===== config.mk =====
export PLATFORM = sky130hd
export DESIGN_NAME = uart_rx_ctrl
export DESIGN_NICKNAME = d
export VERILOG_FILES = /design/src/rtl/uart_rx_ctrl.sv
export SDC_FILE = /design/constraint.sdc
export NUM_CORES = 1
export LEC_CHECK = 0
export ABC_AREA = 1
export CAP_MARGIN = 20
export CORE_ASPECT_RATIO = 0.5
export CORE_MARGIN = 4
export CORE_UTILIZATION = 49
export CTS_CLUSTER_DIAMETER = 40
export DETAILED_ROUTE_END_ITERATION = 7
export GPL_TIMING_DRIVEN = 1
export PLACE_DENSITY = 0.79
export SLEW_MARGIN = 20
export SYNTH_ARGS = -nofsm -noshare
export SYNTH_HDL_FRONTEND = slang
export SYNTH_SLANG_ARGS = --single-unit
export TNS_END_PERCENT = 50

===== constraint.sdc =====
create_clock -name clk_sample -period 5.4 [get_ports clk_sample]
set_clock_uncertainty 0.15 [all_clocks]
set_input_delay 1.35 -clock clk_sample [delete_from_list [all_inputs] [get_ports clk_sample]]
set_output_delay 1.35 -clock clk_sample [all_outputs]
set_load 0.05 [all_outputs]

===== src/rtl/uart_rx_ctrl.sv =====
// Read sequencer and FWFT receive buffer for the UART receiver: strobes rdn on each
// new data_ready, latches the byte bus, queues it, and flags overruns and idle gaps.
module uart_rx_ctrl #(
  parameter int unsigned ADDR_W   = 3,
  parameter int unsigned RD_SETUP = 2,
  parameter int unsigned TIMEOUT  = 1000,
  parameter int unsigned TO_W     = 16
) (
  input  logic              clk_sample,
  input  logic              rst,
  input  logic              enable,
  input  logic              data_ready,
  input  logic [7:0]        din,
  output logic              rdn,
  input  logic              rd_en,
  output logic [7:0]        rd_data,
  output logic              fifo_empty,
  output logic              fifo_full,
  output logic [ADDR_W:0]   fifo_cnt,
  output logic              overrun,
  input  logic              clr_overrun,
  output logic              idle_to
);

  localparam int unsigned Depth = 2 ** ADDR_W;
  localparam logic [3:0]        SetupLast = 4'(RD_SETUP - 1);
  localparam logic [TO_W-1:0]   ToMax     = TO_W'(TIMEOUT);
  localparam logic [ADDR_W:0]   CntFull   = (ADDR_W + 1)'(Depth);

  typedef enum logic [4:0] {
    StIdle    = 5'b00001,
    StRead    = 5'b00010,
    StCapture = 5'b00100,
    StPush    = 5'b01000,
    StWaitLow = 5'b10000
  } state_e;

  state_e            state_q, state_d;
  logic              dr_q;
  logic [3:0]        setup_q, setup_d;
  logic              rdn_q, rdn_d;
  logic [7:0]        cap_q, cap_d;
  logic [7:0]        mem [Depth];
  logic [ADDR_W-1:0] wptr_q, rptr_q;
  logic [ADDR_W:0]   cnt_q, cnt_d;
  logic              ovr_q;
  logic [TO_W-1:0]   idle_cnt_q;
  logic              armed_q;

  logic rise, push_req, do_pop, do_push, ovr_set;

  assign rise = data_ready & ~dr_q;

  always_comb begin
    state_d = state_q;
    setup_d = setup_q;
    rdn_d   = rdn_q;
    cap_d   = cap_q;
    unique case (state_q)
      StIdle: begin
        if (rise && enable) begin
          state_d = StRead;
          rdn_d   = 1'b0;
          setup_d = 4'd0;
        end
      end
      StRead: begin
        if (setup_q == SetupLast) begin
          state_d = StCapture;
        end else begin
          setup_d = setup_q + 4'd1;
        end
      end
      StCapture: begin
        cap_d   = din;
        rdn_d   = 1'b1;
        state_d = StPush;
      end
      StPush: state_d = StWaitLow;
      StWaitLow: begin
        if (!data_ready) state_d = StIdle;
      end
      default: begin
        state_d = StIdle;
        rdn_d   = 1'b1;
      end
    endcase
  end

  always_ff @(posedge clk_sample or negedge rst) begin
    if (!rst) begin
      state_q <= StIdle;
      dr_q    <= 1'b0;
      setup_q <= 4'd0;
      rdn_q   <= 1'b1;
      cap_q   <= 8'd0;
    end else begin
      state_q <= state_d;
      dr_q    <= data_ready;
      setup_q <= setup_d;
      rdn_q   <= rdn_d;
      cap_q   <= cap_d;
    end
  end

  // A full FIFO still accepts the push when the host pops in the same cycle.
  assign push_req = (state_q == StPush);
  assign do_pop   = rd_en & ~fifo_empty;
  assign do_push  = push_req & (~fifo_full | do_pop);
  assign ovr_set  = push_req & fifo_full & ~do_pop;

  always_comb begin
    cnt_d = cnt_q;
    if (do_push && !do_pop) begin
      cnt_d = cnt_q + 1'b1;
    end else if (do_pop && !do_push) begin
      cnt_d = cnt_q - 1'b1;
    end
  end

  always_ff @(posedge clk_sample) begin
    if (do_push) mem[wptr_q] <= cap_q;
  end

  always_ff @(posedge clk_sample or negedge rst) begin
    if (!rst) begin
      wptr_q <= '0;
      rptr_q <= '0;
      cnt_q  <= '0;
      ovr_q  <= 1'b0;
    end else begin
      cnt_q <= cnt_d;
      if (do_push) wptr_q <= wptr_q + 1'b1;
      if (do_pop)  rptr_q <= rptr_q + 1'b1;
      if (ovr_set) begin
        ovr_q <= 1'b1;
      end else if (clr_overrun) begin
        ovr_q <= 1'b0;
      end
    end
  end

  // Timer is armed by any push (stored or dropped) and disarms after one pulse.
  always_ff @(posedge clk_sample or negedge rst) begin
    if (!rst) begin
      idle_cnt_q <= '0;
      armed_q    <= 1'b0;
    end else if (push_req) begin
      idle_cnt_q <= '0;
      armed_q    <= 1'b1;
    end else if (armed_q) begin
      if (idle_cnt_q == ToMax) begin
        armed_q <= 1'b0;
      end else begin
        idle_cnt_q <= idle_cnt_q + 1'b1;
      end
    end
  end

  assign rdn        = rdn_q;
  assign fifo_cnt   = cnt_q;
  assign fifo_empty = (cnt_q == '0);
  assign fifo_full  = (cnt_q == CntFull);
  assign rd_data    = fifo_empty ? 8'd0 : mem[rptr_q];
  assign overrun    = ovr_q;
  assign idle_to    = armed_q & (idle_cnt_q == ToMax);

endmodule


==> metrics.txt, run 1 <==
status=completed; Initial Utilization=about half; 1st-iter DRT viols=approximately 370; Post-Syn Area=roughly 5200 um^2; postcts setup bufs=0; largest cells by area after synthesis=edfxtp_1, dfrtp_1, nand2_1; Sum Neg Setup Slack=0 ns; flops & latches, synth=about 110; Max FO, Critical Path=33; YS warnings=0; Power Total=0.003078 W; ANT nets after route=0; aggregate routed wire length=10.48 mm; Final Hold Viols=0; first-pass GRT wire length=about 18 mm; CTS H-tree lvls=3; Ports=31; Worst Tran Pin Value=0.9377 ns; vias in the first global route=3,680; core area=between 10,000 and 15,000 um^2; RSZ-0062 raised after global routing=false; chip width=around 150 um; FF-to-FF setup slack=about 2.2 ns; TritonCTS Buffers=9; Critical Path RT=3.90 ns; half-perimeter wire length after placement=a little under 7 mm; most frequent cells in the layout=nand2_1, nor2_1, edfxtp_1; CTS clock-pin slew for the worst setup and hold paths=about 0.08 ns; number of diodes=0; Mapped Cells=approximately 540; largest net degree at the start of global routing=48; DRC Markers=0; Mapped Avg Cell Area=9.596 um^2; num rows=26; relative slew slack=37.26%; DP Cell Count=~700; vias per inst=roughly 5.4; final setup fails=0; Clk Latency, worst-skew pair=about 0.35 ns; Slew Viols, Final=0; Clock Tree Root=clkbuf_16; drt pass-1 iters=5; Seq/Total Area, Yosys=between 60 and 70%; routability cong.=0.8706; Vias=3,856; deepest clock path buffer count=2; hold crit path type=flip-flop to flip-flop; Peak VDD IR=0.2048 mV; Netlist cell types=36; Finished Layout Cells=slightly above 700; PostCTS Resize Cnt=0; area delta synth->final=14.45%; critical path class=flip-flop to output port; Tcrit/Tclk final=between 80 and 90%; port bufs=30; die height=approximately 80 um; PwrDens=approximately 520 nW/um^2; LEAKAGE=between 2 and 2.5 nW; area share of the largest cell type after synthesis=between 30% and 40%; Max-Cap Viols=0; Tmin final=about 4.3 ns; crit start category=flip-flop; GRT Overall Usage=about 18%; DR WL/cell=around 15 um; Worst EP arrival=2.84 ns; CTS sink cnt=between 100 and 150; most common cell after layout, fill and taps aside=nand2_1; CTS tree=done; area of the die=12,340 um^2; layout cells sized above 1=under 10%; fmax=about 230 MHz; crit end category=output port; CTS Hold Bufs=0; Mapped Nets=between 500 and 600; Nets=roughly 590; post-synth top area cell=edfxtp_1; total grt overflow=0; initial antenna violation count=0
## layout make-up
class                      count  area [um^2]
inverter                      38        142.6
sequential                   111         3100
tap                          140        175.2
multi-input combinational    374         1844
clock buffer                  10        239.0
fill                         848         4339
timing repair buffer          35        332.8
clock inverter                 6        73.82
## where the power goes
part           total [W]  leakage [nW]  internal [W]  switching [W]
registers        0.00124          1.16       0.00106       0.000178
logic            0.00115          1.06      0.000381       0.000769
clock network   0.000688         0.153      0.000380       0.000308
## critical path, stage by stage, from the launching register on
cell,delay [ns]
dfrtp_1,0.39
inv_1,0.67
o21ai_0,0.23
o22ai_1,0.22
nor2_1,0.06
nor2_1,0.12
clkdlybuf4s50_1,0.80
## stage by stage
step / util [%] / hold WS, ns / instance area [um^2] / worst slack [ns]
global placement: 54.60 / 0.3168 / 5595 / 1.544
floorplan: - / 0.3136 / 5162 / 1.802
finish: 57.66 / 0.3281 / 5908 / 1.061
CTS: 57.66 / 0.3275 / 5908 / 1.043
global route: 57.66 / 0.3831 / 5908 / 0.8591
detailed placement: 54.60 / 0.3167 / 5595 / 1.436
## layer usage
metal | track usage, % | share of wire [%]
met5 | 0 | 0
met4 | 4.800 | 1.4
met3 | 4.521 | 5.3
met2 | 30.61 | 48
met1 | 23.20 | 45
## sequential cells by signal (all words and copies together) (netlist names)
signal      count
rptr_q          3
rdn             1
armed_q         1
overrun         1
fifo_cnt        4
setup_q         4
idle_cnt_q     16
cap_q           8
dr_q            1
mem            64
state_q         5
wptr_q          3
## kinds of logic after synthesis
logic type | after synthesis | share of synthesized area, %
compound gates | 76 | 8.119
xor+xnor | 11 | 1.866
simple gates | 276 | 22.86
fa+ha+maj | 10 | 2.569
buf+inv | 53 | 4.314
flops | 111 | 60.06
mux | 1 | 0.2181
## cells in the mapped netlist
cell      count
o21bai_1      1
nand3_2       2
inv_2         1
o21ai_0      46
fa_1          1
nand2_4       1
inv_1        35
buf_8         1
nor3_1        5
edfxtp_1     64
o22ai_1       9
xnor2_1       3
clkinv_1      2
nor2_1       94
mux2_2        1
o21ai_1       7
nand4_1      12
nor2_2        4
nor4_2        1
o211ai_1      9
buf_2         4
nand3_1      37
nand2_1     114
clkbuf_1      7
nand3b_1      1
dfstp_2       2
ha_1          9
nand4_2       1
a21o_1        1
xor2_1        8
buf_1         1
buf_4         2
nand2_2       3
or2_2         1
dfrtp_1      45
a21oi_1       3
## path summary, 6_finish.rpt
| kind | depth (start not counted) | from | endpoint |
|---|---|---|---|
| min | 2 | rdn | rdn |
| min reg2reg | 2 | rdn | rdn |
| min in group asynchronous | 2 | rst | cap_q[5] |
| max reg2reg | 15 | fifo_cnt[0] | fifo_cnt[3] |
| max in group asynchronous | 2 | rst | fifo_cnt[2] |
| max | 6 | rptr_q[0] | rd_data[0] |
Note: power is estimated with default switching activity, not from simulation.
==> inputs of run 2 (changes only) <==
Clock period 5.4 ns to 4.2 ns, I/O delays scaled along.
==> run 2 against run 1 <==
Net effect: combinational power is 28% higher; design area is 0.28% lower; setup slack worse by 0.63 ns; count of clock-buffer cells in the layout stayed put; wire length is 1.8% higher; critical path depth is 1 lower; largest power group unchanged.
==> metrics.txt, run 2 (synthesis results as in run 1) <==
Fillers=841 (was 848); CTS H-tree lvls=3 (unchanged); crit path cell chain=o21ai_0 > o211ai_1 > nand2_1 > nor2_1 > clkdlybuf4s50_1 (was inv_1 > o21ai_0 > o22ai_1 > nor2_1 > nor2_1 > clkdlybuf4s50_1); first-pass GRT wire length=17.61 mm (was 17.62 mm); ANT nets after route=0 (unchanged); Ports=31 (unchanged); most frequent cells in the layout=nand2_1, nor2_1, edfxtp_1 (unchanged); most common cell after layout, fill and taps aside=nand2_1 (unchanged); num rows=26 (unchanged); RSZ-0062 raised after global routing=false (unchanged); Clock Tree Root=clkbuf_16 (unchanged); 1st-iter DRT viols=258 (was 368); drt pass-1 iters=6 (was 5); core area=10,250 um^2 (unchanged); Slew Viols, Final=0 (unchanged); status=completed (unchanged); hold path cells=2 (unchanged); Max FO, Critical Path=26 (was 33); number of diodes=0 (unchanged); GRT Overall Usage=18.30% (was 17.96%); area of the die=12,340 um^2 (unchanged); PwrDens=662.1 nW/um^2 (was 521.0 nW/um^2); Slowest cell on crit path=dfrtp_1 (was clkdlybuf4s50_1); relative slew slack=46.98% (was 37.26%); chip width=153.2 um (unchanged); Clk Latency, worst-skew pair=0.35 ns (about the same); FF-to-FF setup slack=1.06 ns (was 2.18 ns); CTS sink cnt=111 (unchanged); PostCTS Resize Cnt=0 (unchanged); Largest regs=mem (64), idle_cnt_q (16), cap_q (8) (unchanged); Vias=3,798 (was 3,856); vias in the first global route=3,596 (was 3,680); crit start category=flip-flop (unchanged); Power Total=0.003901 W (was 0.003078 W); critical path class=flip-flop to output port (unchanged); DRC Markers=0 (unchanged); crit end category=output port (unchanged); Critical Path RT=3.00 ns (was 3.90 ns); postcts setup bufs=0 (unchanged); routability cong.=0.8865 (was 0.8706); layout cells sized above 1=8.478% (was 6.969%); Nets=597 (was 593); area delta synth->final=14.13% (was 14.45%); TritonCTS Buffers=9 (unchanged); vias per inst=5.290 (was 5.401); reg2reg path depth=15 (unchanged); initial antenna violation count=0 (unchanged); aggregate routed wire length=10.67 mm (was 10.48 mm); Sum Neg Setup Slack=0 ns (unchanged); die height=80.58 um (unchanged); Worst EP arrival=2.57 ns (was 2.84 ns); deepest clock path buffer count=2 (unchanged); hold crit path type=flip-flop to flip-flop (unchanged); Peak VDD IR=0.2390 mV (was 0.2048 mV); half-perimeter wire length after placement=6.945 mm (was 6.937 mm); port bufs=30 (unchanged); Tcrit/Tclk final=about 90%; total grt overflow=0 (unchanged); final setup fails=0 (unchanged); largest net degree at the start of global routing=48 (unchanged); Worst Tran Pin Value=0.7924 ns (was 0.9377 ns); DR WL/cell=14.86 um (was 14.68 um); LEAKAGE=2.391 nW (was 2.375 nW); Initial Utilization=50.38% (unchanged); CTS tree=done (unchanged); crit-path max cell delay=0.86 ns (was 0.80 ns); CTS clock-pin slew for the worst setup and hold paths=0.07 ns (was 0.08 ns); Final Hold Viols=0 (unchanged); Max-Cap Viols=0 (unchanged); CTS Hold Bufs=0 (unchanged); max reg flops=64 (unchanged); fmax=between 200 and 300 MHz; most flop-heavy register=mem (unchanged); Tmin final=roughly 3.8 ns
## run 2: final cells by class
class / count / area, um^2 / share of cell area (%)
clock buffer: 10 / 229.0 / 3.886
clock inverter: 6 / 57.56 / 0.9769
inverter: 38 / 142.6 / 2.421
multi-input combinational: 374 / 1839 / 31.22
sequential: 111 / 3100 / 52.62
tap: 140 / 175.2 / 2.973
timing repair buffer: 39 / 347.8 / 5.904
## run 2: per-stage QoR
| stage | setup WS (ns) | cell area (um^2) | cells | utilization (%) | hold WS (ns) |
|---|---|---|---|---|---|
| after CTS | 0.3999 | 5889 | 718 | 57.47 | 0.3289 |
| after detailed placement | 0.6822 | 5603 | 702 | 54.68 | 0.3196 |
| after floorplan | 0.6020 | 5162 | 538 | - | 0.3136 |
| after global routing | 0.2493 | 5892 | 718 | 57.50 | 0.3715 |
| final | 0.4266 | 5892 | 718 | 57.50 | 0.3305 |
| after global placement | 0.7728 | 5603 | 702 | 54.68 | 0.3149 |
## run 2: critical path: cells and delay by family, from the launching register on
family                 cells  cell delay, ns
flip-flops                 1            0.86
AND/OR/NAND/NOR            2            0.17
buffers and inverters      1            0.81
AO/OA/AOI/OAI              2            0.40
## run 2: path summary, 6_finish.rpt
check	startpoint	end
max in group asynchronous	rst	idle_cnt_q[3]
max	rptr_q[1]	rd_data[2]
min in group asynchronous	rst	cap_q[6]
min	rdn	rdn
max reg2reg	fifo_cnt[0]	fifo_cnt[3]
min reg2reg	rdn	rdn
## run 2: metal layers
layer | up-vias | part of all wire [%] | wire length (um) | track usage, %
met4 | 0 | 2.1 | 223 | 5.333
li1 | 1892 | - | - | -
met5 | - | 0 | 0 | 0
met1 | 1786 | 45 | 4751 | 22.61
met3 | 23 | 4.3 | 458 | 5.274
met2 | 97 | 49 | 5239 | 31.71
## run 2: where the power goes
group	switching [W]	internal (W)
Sequential	0.000235	0.00137
Combinational	0.000995	0.000477
Clock	0.000408	0.000419
